==> config.mk <==
export PLATFORM = sky130hd
export DESIGN_NAME = arc4_crack
export DESIGN_NICKNAME = d
export VERILOG_FILES = /design/src/rtl/arc4_pkg.sv /design/src/rtl/pt_checker.sv /design/src/rtl/arc4_crack.sv
export SDC_FILE = /design/constraint.sdc
export NUM_CORES = 1
export LEC_CHECK = 0
export ABC_AREA = 1
export CAP_MARGIN = 10
export CORE_ASPECT_RATIO = 1.25
export CORE_MARGIN = 5
export CORE_UTILIZATION = 45
export DETAILED_ROUTE_END_ITERATION = 10
export MAX_ROUTING_LAYER = met4
export PLACE_DENSITY = 0.73
export SKIP_CTS_REPAIR_TIMING = 1
export SYNTH_ARGS = -nofsm -noshare
export SYNTH_HDL_FRONTEND = slang
export SYNTH_SLANG_ARGS = --single-unit
==> constraint.sdc <==
create_clock -name clk -period 2.65 [get_ports clk]
set_input_delay 0.3975 -clock clk [delete_from_list [all_inputs] [get_ports clk]]
set_output_delay 0.3975 -clock clk [all_outputs]
set_load 0.02 [all_outputs]
==> src/rtl/arc4_pkg.sv <==
// Shared types and constants for the arc4 key cracker.
// Holds the key-search state encoding and the plaintext acceptance range.
package arc4_pkg;

    typedef enum logic [3:0] {
        ST_IDLE,
        ST_START,
        ST_BUSY,
        ST_RUN,
        ST_LEN,
        ST_CHK,
        ST_NEXT,
        ST_FOUND,
        ST_FAIL
    } crack_state_t;

    localparam logic [7:0] PRINT_LO = 8'h20;
    localparam logic [7:0] PRINT_HI = 8'h7E;
    localparam logic [7:0] LEN_ADDR = 8'd0;

    function automatic logic is_print(input logic [7:0] b);
        return (b >= PRINT_LO) && (b <= PRINT_HI);
    endfunction

endpackage

==> src/rtl/pt_checker.sv <==
// Reads the length-prefixed plaintext back from PT memory and
// reports whether every message byte is printable.
module pt_checker
    import arc4_pkg::*;
(
    input  logic       clk,
    input  logic       rst,
    input  logic       start,
    input  logic [7:0] rddata,
    output logic [7:0] addr,
    output logic       done,
    output logic       pass
);

    logic       first;
    logic       active;
    logic [8:0] cur;
    logic [7:0] len;
    logic       last;

    // cur is one bit wider than len so a 255-byte message cannot wrap
    assign last = (cur == {1'b0, len});

    always_comb begin
        done = 1'b0;
        pass = 1'b0;
        addr = LEN_ADDR;
        if (first) begin
            if (rddata == 8'd0) begin
                done = 1'b1;
                pass = 1'b1;
            end else begin
                addr = 8'd1;
            end
        end else if (active) begin
            addr = last ? cur[7:0] : cur[7:0] + 8'd1;
            if (!is_print(rddata)) begin
                done = 1'b1;
            end else if (last) begin
                done = 1'b1;
                pass = 1'b1;
            end
        end
    end

    always_ff @(posedge clk or posedge rst) begin
        if (rst) begin
            first  <= 1'b0;
            active <= 1'b0;
            cur    <= '0;
            len    <= '0;
        end else begin
            first <= start;
            if (first) begin
                len    <= rddata;
                active <= (rddata != 8'd0);
                cur    <= 9'd1;
            end else if (active) begin
                if (done) begin
                    active <= 1'b0;
                end
                cur <= cur + 9'd1;
            end
        end
    end

endmodule

==> src/rtl/arc4_crack.sv <==
// Key-search controller: runs arc4 once per candidate key and accepts
// the first key whose decrypted plaintext is all printable ASCII.
module arc4_crack
    import arc4_pkg::*;
#(
    parameter logic [23:0] KEY_START = 24'h000000,
    parameter logic [23:0] KEY_STEP  = 24'h000001,
    parameter logic [23:0] KEY_MAX   = 24'hFFFFFF
) (
    input  logic        clk,
    input  logic        rst,
    input  logic        en,
    output logic        rdy,
    output logic [23:0] key,
    output logic        key_valid,
    output logic        a4_en,
    input  logic        a4_rdy,
    output logic [23:0] a4_key,
    input  logic [7:0]  a4_pt_addr,
    input  logic [7:0]  a4_pt_wrdata,
    input  logic        a4_pt_wren,
    output logic [7:0]  pt_addr,
    output logic [7:0]  pt_wrdata,
    output logic        pt_wren,
    input  logic [7:0]  pt_rddata
);

    crack_state_t state, state_nx;
    logic [23:0]  cand;
    logic [24:0]  sum;
    logic         chk_start;
    logic         chk_done;
    logic         chk_pass;
    logic [7:0]   chk_addr;

    assign sum       = {1'b0, cand} + {1'b0, KEY_STEP};
    assign a4_key    = cand;
    assign rdy       = (state == ST_IDLE);
    assign chk_start = (state == ST_LEN);

    pt_checker u_chk (
        .clk    (clk),
        .rst    (rst),
        .start  (chk_start),
        .rddata (pt_rddata),
        .addr   (chk_addr),
        .done   (chk_done),
        .pass   (chk_pass)
    );

    always_comb begin
        state_nx = state;
        a4_en    = 1'b0;
        unique case (state)
            ST_IDLE:  if (en) state_nx = ST_START;
            ST_START: begin
                if (a4_rdy) begin
                    a4_en    = 1'b1;
                    state_nx = ST_BUSY;
                end
            end
            ST_BUSY:  if (!a4_rdy) state_nx = ST_RUN;
            ST_RUN:   if (a4_rdy) state_nx = ST_LEN;
            ST_LEN:   state_nx = ST_CHK;
            ST_CHK: begin
                if (chk_done) state_nx = chk_pass ? ST_FOUND : ST_NEXT;
            end
            ST_NEXT: begin
                state_nx = (sum > {1'b0, KEY_MAX}) ? ST_FAIL : ST_START;
            end
            ST_FOUND: state_nx = ST_IDLE;
            ST_FAIL:  state_nx = ST_IDLE;
            default:  state_nx = ST_IDLE;
        endcase
    end

    // arc4 owns the PT port only while it may be writing
    always_comb begin
        pt_addr   = 8'd0;
        pt_wrdata = 8'd0;
        pt_wren   = 1'b0;
        case (state)
            ST_START, ST_BUSY, ST_RUN: begin
                pt_addr   = a4_pt_addr;
                pt_wrdata = a4_pt_wrdata;
                pt_wren   = a4_pt_wren;
            end
            ST_LEN, ST_CHK: pt_addr = chk_addr;
            default: ;
        endcase
    end

    always_ff @(posedge clk or posedge rst) begin
        if (rst) begin
            state     <= ST_IDLE;
            cand      <= KEY_START;
            key       <= '0;
            key_valid <= 1'b0;
        end else begin
            state <= state_nx;
            case (state)
                ST_IDLE: begin
                    if (en) begin
                        cand      <= KEY_START;
                        key_valid <= 1'b0;
                    end
                end
                ST_NEXT: if (state_nx == ST_START) cand <= sum[23:0];
                ST_FOUND: begin
                    key       <= cand;
                    key_valid <= 1'b1;
                end
                ST_FAIL: begin
                    key       <= '0;
                    key_valid <= 1'b0;
                end
                default: ;
            endcase
        end
    end

endmodule
; ---- Word-level counts from Yosys, hierarchy flattened
; Cells that the tools add are included.
[op_classes]
n_eq_ne = 12
n_lt_le_gt_ge = 3
n_reduce_logical = 12
addsub = 3
n_mux = 36
[op_table]
columns = cell, n
row1 = 24-bit one-hot mux with 2 select lines, 2
row2 = 24-bit 2-to-1 mux, 2
row3 = 8-bit 2-to-1 mux, 4
row4 = 4-bit one-hot mux with 7 select lines, 1
row5 = 24-bit by 1-bit adder with 25-bit output (second input constant), 1
row6 = 25-bit by 24-bit > comparator with 1-bit output (second input constant), 1
row7 = 4-bit 2-to-1 mux, 6
row8 = 9-bit 2-to-1 mux, 2
row9 = 1-bit 2-to-1 mux, 17
row10 = 4-bit by 3-bit == test with 1-bit output (second input constant), 4
row11 = 8-bit one-hot mux with 2 select lines, 1
row12 = 9-bit by 1-bit adder with 9-bit output (second input constant), 1
row13 = 9-bit by 8-bit == test with 1-bit output, 1
row14 = 8-bit by 1-bit adder with 8-bit output (second input constant), 1
row15 = 4-bit by 1-bit == test with 1-bit output (second input constant), 2
row16 = 4-bit by 2-bit == test with 1-bit output (second input constant), 2
row17 = 8-bit by 6-bit >= comparator with 1-bit output (second input constant), 1
row18 = 8-bit by 7-bit <= comparator with 1-bit output (second input constant), 1
row19 = 8-bit zero test, 1
row20 = 8-bit nonzero test, 1
row21 = 2-bit nonzero test, 3
row22 = 4-bit == test (second input constant), 1
row23 = 4-bit zero test, 1
row24 = 2-bit inequality test (second input constant), 2
row25 = other kinds (7), 7
[word_totals]
output_inout_bits = 68
in_bits = 29
regBits = 72
wordCells = 74

; ---- Longest topological paths before layout
; Gate-level depths: netlist of the first run.
[depth]
depth_word = 11
depth_mapped = 17
ltp_nobuf = 16

; ---- Modules after synthesis
; From an unflattened synthesis of the first run, not the netlist that was laid out.
[unflattened]
hier_cells = 674
hier_area_um2 = 4594.4
[modules_own_cells]
columns = mod, area_each_um2, seq_area_each_um2, n_inst, cells_per_inst
row1 = arc4_crack, 3340.7, 1326.3, 1, 493
row2 = pt_checker, 1253.7, 475.5, 1, 181

; ---- Worst setup path before layout of the first run
; Ideal clock, no wire load.
[synth_timing]
path_kind = register -> register
start = register cand[1], in the netlist a4_key[1]
end = register cand[19], in the netlist a4_key[19]
t_required_ns = 2.532
t_arrival_ns = 2.097
slack_ns = 0.435
path_buffers = 1
path_stages_with_launch = 18
path_cell_list = dfrtp_1 ha_1 nand2_2 inv_1 nand3_2 nor2_2 nand2_1 nand2_1 nand2_1 nor2_1 nand2_1 nor2_1 nand2_2 nand3_4 nand2_4 buf_6 nand2_1 nand2_1
[synth_between]
elab_chain_len = 7
word_cells_on_any_way = 9
classes_between = add/sub (1) / order compare (1) / eq/ne (2) / mux (4) / reduce/logical (1)
[synth_lines]
columns = item, line_no
row1 = start: declaration, arc4_crack.sv:29  ; logic [23:0] cand;
row2 = start signal: assignment, arc4_crack.sv:108  ; ST_NEXT: if (state_nx == ST_START) cand <= sum[23:0];
row3 = 24-bit by 1-bit adder with 25-bit output *, arc4_crack.sv:36  ; assign sum = {1'b0, cand} + {1'b0, KEY_STEP};
row4 = 25-bit by 24-bit > comparator with 1-bit output, arc4_crack.sv:69  ; state_nx = (sum > {1'b0, KEY_MAX}) ? ST_FAIL : ST_START;
row5 = 4-bit 2-to-1 mux, arc4_crack.sv:69
row6 = 4-bit one-hot mux with 7 select lines, arc4_crack.sv:54  ; unique case (state)
row7 = 4-bit by 1-bit == test with 1-bit output, arc4_crack.sv:108
row8 = 2-bit inequality test (no source line), -
row9 = 3-bit AND reduction (no source line), -
; Mark *: on every way between the ends. The rest lies on a longest branch, timed or not. The select of a mux whose other input is x is not followed.
; A chain may end at the register's enable or synchronous reset.

; ---- Worst setup path after layout of the first run
[layout_timing]
start = register u_chk.cur[4]
end = output pt_addr[0]
[layout_between]
elab_chain_len = 5
[layout_lines]
columns = item, line_no
row1 = start: declaration, pt_checker.sv:17  ; logic [8:0] cur;
row2 = start signal: assignment, pt_checker.sv:62  ; cur <= cur + 9'd1;
row3 = 9-bit by 8-bit == test with 1-bit output, pt_checker.sv:22  ; assign last = (cur == {1'b0, len});
row4 = 8-bit 2-to-1 mux, pt_checker.sv:36  ; addr = last ? cur[7:0] : cur[7:0] + 8'd1;
row5 = 8-bit 2-to-1 mux, pt_checker.sv:35  ; end else if (active) begin
row6 = 8-bit 2-to-1 mux, pt_checker.sv:28  ; if (first) begin
row7 = 8-bit one-hot mux with 2 select lines, arc4_crack.sv:82  ; case (state)
row8 = end: declaration, arc4_crack.sv:22  ; output logic [7:0] pt_addr,
; No other way between the ends.

==> run_results.csv, run 1 <==
group,metric,value,unit
route,detail_route.vias_per_cell,5.21,
pwr,leakage,2.63,nW
sta,timing.max_slew.rel_slack,0.658,
worst_setup_path,cp.depth,11,
yosys,syn_inst,623,
worst_setup_path,cpLargestDelayFamily,"buffers and inverters",
worst_setup_path,slowest_delay,0.44,ns
status,status,"completed",
yosys,yosys_warnings,0,
cells_and_area,design.final.nets,760,
route,drc,0,
sta,fmax,405,MHz
cts,cts.path.max_buffers,2,
sta,timing.final.crit_period,2.47,ns
pwr,irDropWorstVdd,0.340,mV
floorplanning,die-area,11700,um2
worst_setup_path,critical_path.slowest_cell,"dfrtp_1",
worst_setup_path,critPathArrivalTime,2.07,ns
sta,timing_max_transition_violations_final,0,
yosys,synth.cell_area,4320,um2
cts,clk_root_buffer_cell,"clkbuf_16",
worst_setup_path,critical_path.max_fanout,5,
sta,finalHoldViolCount,0,
worst_setup_path,ff2ff_path_depth,15,
worst_setup_path,start_kind,"flip-flop",
worst_setup_path,worstPathCellList,"inv_1 > nand2_1 > a21oi_1 > nand3_1 > nor2_2 > buf_4 > xor2_1 > o21ai_0 > nand2_1 > nand2_1 > clkbuf_2",
cells_and_area,final_core_utilization,0.611,
route,drt_first_pass_iters,5,
worst_setup_path,path_class,"reg -> out",
route,drt-wirelength-per-cell,15.4,um
cells_and_area,layout_commonest_cell,"nand2_1",
yosys,synth-seq-area-share,0.417,
route,detail-route-antenna-nets,0,
cts,cts.sinks,72,
cells_and_area,final_design_area_no_fill,5810,um2
global_route,grt_pass1_vias,4462,
pwr,p_total,4.15,mW
yosys,syn_avg_cell_area,6.93,um2
global_route,gr-usage-all-layers,0.233,
route,drt_iter0_markers,279,
sta,rsz0062_at_grt,"no",
min_path,hold_class,"in -> async",
worst_setup_path,worst_r2r_endpoint,"a4_key[14]",
worst_setup_path,ff2ff_setup_slack,0.28,ns
floorplanning,die_height,120,um
worst_setup_path,cp_num_buf_inv,3,
yosys,synth.largest_area_cell,"dfrtp_1",
pwr,power_per_cell_area,713,nW/um2
floorplanning,floorplan.initialDensity,0.454,
yosys,postSynthRegisterBits,72,
placed_design,finalWeightedCongestion,1.04,
yosys,area_share_of_the_largest_cell_type_after_synthesis,0.417,
cts,cts_buffers,9,
worst_setup_path,timing.critical_path.to_type,"primary output",
floorplanning,pin_count,97,
cells_and_area,n_fill_cell,871,
placed_design,io_buffer_count,96,
sta,final.setup_skew,0.00720,ns
floorplanning,core_area,9510,um2
sta,period_share,0.931,
placed_design,dpl_cell_area,5490,um2
cells_and_area,drive_gt1_frac,0.0778,
cts,clkLatencyLatePin,0.33,ns
global_route,grt_start_max_net_pins,73,
cells_and_area,layout_common_cells,"177 x nand2_1, 88 x clkdlybuf4s50_1, 83 x nand3_1",
floorplanning,num_rows,40,
cells_and_area,num_antenna_cells,0,
sta,setup_violations,0,
yosys,number_of_nets_produced_by_synthesis,655,
yosys,synth_top_cells_by_area,"dfrtp_1 42%, nand2_1 15%, nand3_1 9.6%, nor2_1 7.0%, inv_1 5.7%",
yosys,synth.lib_cells_used.distinct,31,
cts,cts_tree,"yes",
worst_setup_path,cp.required,2.25,ns
global_route,grt-ovfl-total,0,
flow_run,maxCapViolations,0,
cts,cts.htree.levels,3,
placed_design,dp_hpwl,9.93,mm
floorplanning,dieWidth,97.6,um
global_route,global_route_wire_length_before_repair,21.7,mm
cts,clk_pin_slew_worst_paths,0.06,ns
sta,transition_time_at_the_pin_with_the_least_slew_margin,0.509,ns
global_route,antenna_violations_before_repair,0,
worst_setup_path,start_of_the_worst_register_to_register_path,"a4_key[10]",
cells_and_area,area_growth_syn_to_layout,34.6,%
route,total_routed_wirelength,13.2,mm
worst_setup_path,cpMostUsedCell,"nand2_1",
route,dr_total_vias,4479,
==> Yosys cell counts (all sizes together) <==
cell type and n:
o31ai 1, nor2 87, nor4 2, clkbuf 14, nor3 6, inv 68
o21a 1, o21ai 46, nand4 9, nand3b 1, a221oi 1, nand3 85
o22ai 9, buf 4, a22o 1, xnor2 4, ha 3, clkinv 1
dfrtp 72, xor2 7, a21oi 18, nand2 183
==> cell families after synthesis <==
logic type,after synthesis,synth area share
flops,72,0.417
xor+xnor,11,0.0223
buf+inv,87,0.0808
simple gates,373,0.376
compound gates,77,0.0947
fa+ha+maj,3,0.00869
==> area by class of cell <==
| type | count | area, um2 | share of cell area |
|---|---|---|---|
| repair buffers | 112 | 1100 | 0.190 |
| inverters | 69 | 259 | 0.0446 |
| multi-input cells | 464 | 2170 | 0.374 |
| flip-flops and latches | 72 | 1800 | 0.310 |
| clock inverters | 4 | 51.3 | 0.00882 |
| well taps | 126 | 158 | 0.0271 |
| clock buffers | 12 | 267 | 0.0458 |
==> flip-flops by register name, summed over array words and instances, names as in the netlist <==
register and count:
u_chk.active 1, u_chk.first 1, a4_key 24, u_chk.len 8
u_chk.cur 9, state 4, key 24, key_valid 1
==> report_power, final <==
group	internal [mW]	switching, mW
Combinational	0.569	0.941
Clock	0.805	0.457
Sequential	1.24	0.135
==> worst max path at each step <==
| stage | from | end | slack, ns |
|---|---|---|---|
| 2_1_floorplan | rst | a4_key[0] | 0.43 |
| 3_3_place_gp | u_chk.cur[4] | pt_addr[3] | 0.20 |
| 3_5_place_dp | u_chk.cur[4] | pt_addr[5] | 0.09 |
| 4_1_cts | u_chk.cur[4] | pt_addr[5] | -0.27 |
| 5_1_grt | u_chk.cur[4] | pt_addr[2] | 0.006 |
| 6_report | u_chk.cur[4] | pt_addr[0] | 0.18 |
==> stage by stage <==
stage	worst slack (ns)	hold WS (ns)	setup TNS, ns	cells
final	0.183	0.468	0	859
after global routing	0.00635	0.518	0	859
after CTS	-0.268	0.486	-2.94	859
after detailed placement	0.0905	0.498	0	843
after global placement	0.205	0.484	0	843
after floorplan	0.428	0.462	0	623
==> worst min-delay path: stages <==
cell and delay [ns]:
clkdlybuf4s50_1 0.41, inv_2 0.07, buf_12 0.32
==> metal layers <==
metal | global-route usage | wire length, um
met5 | - | 0
met4 | 0.0848 | 359
met3 | 0.0407 | 576
met2 | 0.394 | 6580
met1 | 0.280 | 5710
Power figures use the tool's default switching activity.
==> run 2: changes to the inputs <==
--- a/config.mk
+++ b/config.mk
@@ -6,6 +6,7 @@
 export NUM_CORES = 1
 export LEC_CHECK = 0
 export ABC_AREA = 1
+export ABC_CLOCK_PERIOD_IN_PS = 2650
 export CAP_MARGIN = 10
 export CORE_ASPECT_RATIO = 1.25
 export CORE_MARGIN = 5
==> results of run 2 <==
No change in the layout: final DEF, timing and power equal those of run 1.
